`src/rtl/sample_encoder.sv`:
```
// -----------------------------------------------------------------------------
// sample_encoder
//
// Transmit-side oversampling encoder. A code word accepted over a valid/ready
// handshake is serialised LSB first, each bit held on tx_bit for
// SAMPLES_PER_BIT sample periods of CLKS_PER_SAMPLE clocks each. sample_flag
// is high for the whole frame; the far-end decoder votes on its falling edge.
// After every frame the line rests low for IDLE_GAP sample periods before the
// next code can be accepted.
//
// Ports:
//   clk          system clock, rising edge
//   rst_n        asynchronous active-low reset
//   code         code word to transmit
//   code_valid   code is valid this cycle
//   code_ready   encoder accepts a code this cycle (registered)
//   tx_bit       serial oversampled line value (registered)
//   sample_flag  high for the full duration of a frame (registered)
//   frame_done   one-cycle pulse as the last sample period ends (registered)
// -----------------------------------------------------------------------------
module sample_encoder #(
   parameter int CODE_WIDTH      = 8,
   parameter int SAMPLES_PER_BIT = 10,
   parameter int CLKS_PER_SAMPLE = 1,
   parameter int IDLE_GAP        = 2
) (
   input  logic                  clk,
   input  logic                  rst_n,
   input  logic [CODE_WIDTH-1:0] code,
   input  logic                  code_valid,
   output logic                  code_ready,
   output logic                  tx_bit,
   output logic                  sample_flag,
   output logic                  frame_done
);

   // Each counter only has to reach its terminal value, never beyond it.
   localparam int DIV_W = (CLKS_PER_SAMPLE > 1) ? $clog2(CLKS_PER_SAMPLE) : 1;
   localparam int SMP_W = (SAMPLES_PER_BIT > 1) ? $clog2(SAMPLES_PER_BIT) : 1;
   localparam int BIT_W = (CODE_WIDTH > 1)      ? $clog2(CODE_WIDTH)      : 1;
   localparam int GAP_W = (IDLE_GAP > 1)        ? $clog2(IDLE_GAP)        : 1;

   localparam logic [DIV_W-1:0] DIV_LAST = DIV_W'(CLKS_PER_SAMPLE - 1);
   localparam logic [SMP_W-1:0] SMP_LAST = SMP_W'(SAMPLES_PER_BIT - 1);
   localparam logic [BIT_W-1:0] BIT_LAST = BIT_W'(CODE_WIDTH - 1);
   localparam logic [GAP_W-1:0] GAP_LAST = GAP_W'(IDLE_GAP - 1);

   typedef enum logic [1:0] {
      ST_IDLE = 2'd0,
      ST_SEND = 2'd1,
      ST_GAP  = 2'd2
   } state_t;

   state_t                  state_r;
   logic [CODE_WIDTH-1:0]   held_code_r;
   logic [DIV_W-1:0]        div_cnt_r;
   logic [SMP_W-1:0]        sample_cnt_r;
   logic [BIT_W-1:0]        bit_idx_r;
   logic [GAP_W-1:0]        gap_cnt_r;
   logic                    code_ready_r;
   logic                    tx_bit_r;
   logic                    sample_flag_r;
   logic                    frame_done_r;

   logic                    tick_s;
   logic [BIT_W-1:0]        bit_next_s;

   // Sample tick: divider terminal count; also the index of the next code bit.
   always_comb begin
      tick_s     = (div_cnt_r == DIV_LAST);
      bit_next_s = bit_idx_r + BIT_W'(1);
   end

   // Frame sequencer: state, counters and all registered outputs.
   always_ff @(posedge clk or negedge rst_n) begin
      if (!rst_n) begin
         state_r       <= ST_IDLE;
         held_code_r   <= '0;
         div_cnt_r     <= '0;
         sample_cnt_r  <= '0;
         bit_idx_r     <= '0;
         gap_cnt_r     <= '0;
         code_ready_r  <= 1'b0;
         tx_bit_r      <= 1'b0;
         sample_flag_r <= 1'b0;
         frame_done_r  <= 1'b0;
      end else begin
         case (state_r)
            ST_IDLE: begin
               frame_done_r <= 1'b0;
               if (code_valid && code_ready_r) begin
                  // First sample of bit 0 is on the line right after acceptance.
                  held_code_r   <= code;
                  div_cnt_r     <= '0;
                  sample_cnt_r  <= '0;
                  bit_idx_r     <= '0;
                  gap_cnt_r     <= '0;
                  state_r       <= ST_SEND;
                  code_ready_r  <= 1'b0;
                  sample_flag_r <= 1'b1;
                  tx_bit_r      <= code[0];
               end else begin
                  code_ready_r  <= 1'b1;
                  sample_flag_r <= 1'b0;
                  tx_bit_r      <= 1'b0;
               end
            end

            ST_SEND: begin
               frame_done_r <= 1'b0;
               code_ready_r <= 1'b0;
               if (tick_s) begin
                  div_cnt_r <= '0;
                  if (sample_cnt_r == SMP_LAST) begin
                     sample_cnt_r <= '0;
                     if (bit_idx_r == BIT_LAST) begin
                        // Last sample period of the frame has just ended.
                        state_r       <= ST_GAP;
                        bit_idx_r     <= '0;
                        gap_cnt_r     <= '0;
                        sample_flag_r <= 1'b0;
                        tx_bit_r      <= 1'b0;
                        frame_done_r  <= 1'b1;
                     end else begin
                        bit_idx_r <= bit_next_s;
                        tx_bit_r  <= held_code_r[bit_next_s];
                     end
                  end else begin
                     sample_cnt_r <= sample_cnt_r + SMP_W'(1);
                  end
               end else begin
                  div_cnt_r <= div_cnt_r + DIV_W'(1);
               end
            end

            ST_GAP: begin
               frame_done_r  <= 1'b0;
               sample_flag_r <= 1'b0;
               tx_bit_r      <= 1'b0;
               if (tick_s) begin
                  div_cnt_r <= '0;
                  if (gap_cnt_r == GAP_LAST) begin
                     // Ready is raised here so IDLE can accept on its first cycle.
                     state_r      <= ST_IDLE;
                     gap_cnt_r    <= '0;
                     code_ready_r <= 1'b1;
                  end else begin
                     gap_cnt_r    <= gap_cnt_r + GAP_W'(1);
                     code_ready_r <= 1'b0;
                  end
               end else begin
                  div_cnt_r    <= div_cnt_r + DIV_W'(1);
                  code_ready_r <= 1'b0;
               end
            end

            default: begin
               state_r       <= ST_IDLE;
               div_cnt_r     <= '0;
               sample_cnt_r  <= '0;
               bit_idx_r     <= '0;
               gap_cnt_r     <= '0;
               code_ready_r  <= 1'b0;
               tx_bit_r      <= 1'b0;
               sample_flag_r <= 1'b0;
               frame_done_r  <= 1'b0;
            end
         endcase
      end
   end

   assign code_ready  = code_ready_r;
   assign tx_bit      = tx_bit_r;
   assign sample_flag = sample_flag_r;
   assign frame_done  = frame_done_r;

endmodule

```
`config.mk`:
```
export PLATFORM = sky130hd
export DESIGN_NAME = sample_encoder
export DESIGN_NICKNAME = d
export VERILOG_FILES = /design/src/rtl/sample_encoder.sv
export SDC_FILE = /design/constraint.sdc
export NUM_CORES = 1
export LEC_CHECK = 0
export ABC_AREA = 1
export CORE_MARGIN = 8
export CORE_UTILIZATION = 25
export DETAILED_ROUTE_END_ITERATION = 10
export HOLD_SLACK_MARGIN = 0.08
export PLACE_DENSITY_LB_ADDON = 0.05
export SLEW_MARGIN = 20
export SYNTH_ARGS = -nofsm -noshare
export SYNTH_HDL_FRONTEND = slang
export SYNTH_SLANG_ARGS = --single-unit
```
`constraint.sdc`:
```
create_clock -name clk -period 4.59 [get_ports clk]
set_clock_uncertainty 0.2 [all_clocks]
set_input_delay 0.6885 -clock clk [delete_from_list [all_inputs] [get_ports clk]]
set_output_delay 0.6885 -clock clk [all_outputs]
set_load 0.02 [all_outputs]
```
# Yosys cells after proc, flatten, opt, wreduce, memory -nomap -nowiden
# Cells that the tools add are included.
# word_totals
ff_bits	23
# op_classes
addsub	4
order_cmp	1
eq_ne	10
muxes	42
bitwise	1
n_reduce_logical	10
# ops
operator	count
2-to-1 mux 1 bit	20
2-to-1 mux 2 bit	6
2-to-1 mux 3 bit	4
2-to-1 mux 4 bit	3
inequality test 2 bit, second input constant	6
case mux 4 bit (3 select lines)	1
case mux 3 bit (3 select lines)	1
case mux 1 bit (2 select lines)	4
case mux 2 bit (3 select lines)	1
AND reduction 3 bit	2
AND reduction 6 bit	1
AND reduction 5 bit	1
adder 4 x 1 -> 4 bit, second input constant	1
equality test 4 bit, second input constant	1
< comparator 3 x 4 -> 1 bit, second input constant	1
AND reduction 2 bit	2
AND reduction 4 bit	1
adder 3 x 1 -> 3 bit, second input constant	1
binary-select mux 1 bit (select 3 bit)	1
equality test 3 bit, second input constant	1
case mux 1 bit (3 select lines)	1
adder 1 bit, second input constant	2
equality test 2 x 1 -> 1 bit, second input constant	1
equality test 2 bit, second input constant	1
other kinds (4)	4

# Longest topological paths before layout
# logic_depth
ltp_word	7
depth_mapped	9
mapped_depth_nobuf	9

# Least setup slack after synthesis
# No wires, ideal clock.
# synth_timing
kind	input-to-reg
from	input port code_valid
to	register held_code_r[7]
setup_ps	76
arrival_ps	1315
path_slack_ps	2998
stages	5
path_buffers	1
cell_sequence	nand2_1 -> nor3_4 -> buf_4 -> nand2_1 -> o21ai_1
# synth_via
elab_chain_cells	2
# synth_rtl
item	line	rtl
start, declared	30	input logic code_valid,
logical AND 1 bit	91	if (code_valid && code_ready_r) begin
AND reduction 2 bit (no line)	n/a	
end signal, assigned	93	held_code_r <= code;
end, declared	55	logic [CODE_WIDTH-1:0] held_code_r;
# No other way between the ends.
# A chain may end at the register's enable or synchronous reset.

# Worst setup path in the final report
# layout_timing
from	register tx_bit_r (netlist: tx_bit)
to	output port tx_bit
# layout_lines
item	line	rtl
start, declared	61	logic tx_bit_r;
start signal, assigned	101	tx_bit_r <= code[0];
start signal, assigned	126	tx_bit_r <= held_code_r[bit_next_s];
end, declared	32	output logic tx_bit,
# No word-level cell between the ends.

==> results.txt <==
CP Capture Type: primary output
Worst-path cell chain: clkdlybuf4s50_1
Max incr delay on CP: 0.61 ns
Cell Count, Final, Fillers Out: 187
Inserted Clock Buffers: 3
CP Launch Type: flop
Core ar.: 4058 um^2
Post-CTS Hold Fix Bufs: 0
Post-synth top area share: 51.83%
Asr flop ratio synth: 100.0%
Top delay family on crit path: buffers and inverters
VDD IR max: 0.0001305 V
Number of core rows: 23
First-pass DRT Iterations: 4
CP max FO: 2
Drt drc: 0
Leakage: 0.0005793 uW
Post-synthesis register bit count: 22
Dominant cell type by area after synthesis: dfrtp_1
Cell Area, Synth: 1062 um^2
Most common cell in the netlist: nand2_1
Post-route design area: 1308 um^2
Total power: 347.0 uW
Final setup viols: 0
Tmin final: 2.115 ns
Setup_tns: 0 ns
Pin count of the biggest net entering global routing: 23
Final #Nets: 153
Vias in the first global route: 818
Post-placement cell area: 1257 um^2
Worst path required time: 3.70 ns
Drt first-iter violations: 44
Layout cells sized above 1: 14.60%
Buffers & Inverters on Critical Path: 1
Routed WL: 2.329 mm
Antenna violations before repair: 0
Slew margin rel.: 58.46%
Post-synth EDFFs: 0
Slew Limit Fails: 0
Worst min-delay path category: primary input to asynchronous set/reset pin
Post-route ant nets: 0
Post-synthesis cell count: 120
First-pass GRT wire length: 4.002 mm
Die Width: 81.19 um
CTS H-tree lvls: 1
Fin Hold WS: 0.1905 ns
Antenna cells: 0
Achievable frequency: 472.8 MHz
Area growth syn-to-layout: 23.09%
Reg-to-reg endpoint: tx_bit
Reg2reg setup slack: 2.85 ns
Clock slew at reported path FFs: 0.08 ns
Clk_lat worst skew: 0.26 ns
Slowest stage cell, crit path: clkdlybuf4s50_1
Top Ports: 15
Final hold violations: 0
Crit Path Category: flop to primary output
Post-Syn Nets: 135
Synth top area cells: dfrtp_1, nand2_1, o21ai_1, ha_1, inv_1
CTS resizes: 0
Drt wl/cell: 12.45 um
Clock Path Buffers: 2
Fin crit share: 46.08%
Post-Place Cells: 183
Routability cong.: 0.6714
RSZ-0062 raised after global routing: no
Grt total ovfl: 0
Maxcap violations: 0
IO Port Bufs: 14
Top_reg_cell synth: dfrtp_1
CTS Sinks: 22
DP Wirelength: 1.742 mm
Overall die height: 81.19 um
R2R Path Start: bit_idx_r[0]
Via count: 786
Synth warnings: 0
Setup Fix Bufs, Post-CTS: 0
Worst-Margin Slew: 0.6211 ns
Initial Util: 26.18%
Status: finished clean
Critical Path AT: 1.23 ns
Post-synthesis sequential area ratio: 51.83%
Avg Inst Size Synth: 8.852 um^2
Pwr dens: 265.4 nW/um^2
Vias/cell: 4.203
Tot GR Track Use: 7.838%
CTS tree: done
Yosys cell types: 24
Die area: 6591 um^2
Clk root buf: clkbuf_8
R2R cell count: 8
Top cells by count, synth: nand2_1, dfrtp_1, inv_1, o21ai_1, nand3_1
cells in the final DEF (no fill, tap or decap):
cell type / netlist / layout
o21ai_0: 1 / 1
nand2_1: 35 / 35
buf_2: 0 / 1
o21ai_1: 12 / 12
inv_1: 12 / 12
nor2_4: 1 / 1
nand3_1: 8 / 8
o21ai_2: 2 / 2
nor3_4: 1 / 1
o22ai_1: 1 / 1
dfrtp_1: 22 / 22
o31ai_2: 1 / 1
xnor2_1: 1 / 1
inv_2: 4 / 4
xor2_1: 1 / 1
clkdlybuf4s50_1: 0 / 13
o31ai_1: 1 / 1
clkbuf_8: 0 / 4
nor2_2: 1 / 1
ha_1: 4 / 4
nand2_2: 2 / 2
clkinv_2: 1 / 1
a21oi_1: 1 / 1
nor2_1: 5 / 5
nand3_2: 1 / 1
nand2_4: 1 / 1
metrics by stage:
stage	setup slack, ns	utilization, %
3_3_place_gp	2.242	30.99
3_5_place_dp	2.205	30.99
5_1_grt	2.366	32.22
4_1_cts	2.447	32.35
2_1_floorplan	2.998	-
6_report	2.475	32.22
final cells by class:
class / count / area [um^2]
Inverter: 17 / 65.06
Fill cell: 426 / 2750
Timing Repair Buffer: 14 / 135.1
Sequential cell: 22 / 550.5
Clock buffer: 4 / 55.05
Multi-Input combinational cell: 80 / 439.2
Tap cell: 50 / 62.56
state kept, by name (all words and copies together), names as in the netlist:
name	flops
held_code_r	8
sample_cnt_r	4
frame_done	1
sample_flag	1
tx_bit	1
bit_idx_r	3
gap_cnt_r	1
state_r	2
code_ready	1
kinds of logic (layout without fill, tap and decap cells):
group	count (synthesis)	count (layout)	share of synthesized area [%]
buffers and inverters	18	35	6.831
xor gates and xnor gates	2	2	1.649
and+or+nand+nor	55	55	24.27
adders and majority gates	4	4	4.712
AOI/OAI and AO/OA	19	19	10.72
DFF	22	22	51.83
how the worst max path moves through the flow:
stage	start	to	slack [ns]	cells past startpoint
floorplan	code_valid	held_code_r[7]	3.00	5
global placement	code_valid	tx_bit	2.24	7
detailed placement	code_valid	tx_bit	2.21	7
CTS	tx_bit	tx_bit	2.45	1
global route	code_valid	tx_bit	2.37	7
finish	tx_bit	tx_bit	2.48	1
power breakdown:
part           switching (uW)  internal, uW  total, uW
sequential                  0           194        194
combinational            4.96          6.91       11.9
clock                    65.0          76.5        142
total                    70.0           277        347
per-layer routing:
layer | track usage [%] | routed length, um
met5 | 0 | 0
met4 | 2.143 | 21
met3 | 3.422 | 125
met2 | 11.15 | 1019
met1 | 10.50 | 1162
Power figures use the tool's default switching activity.
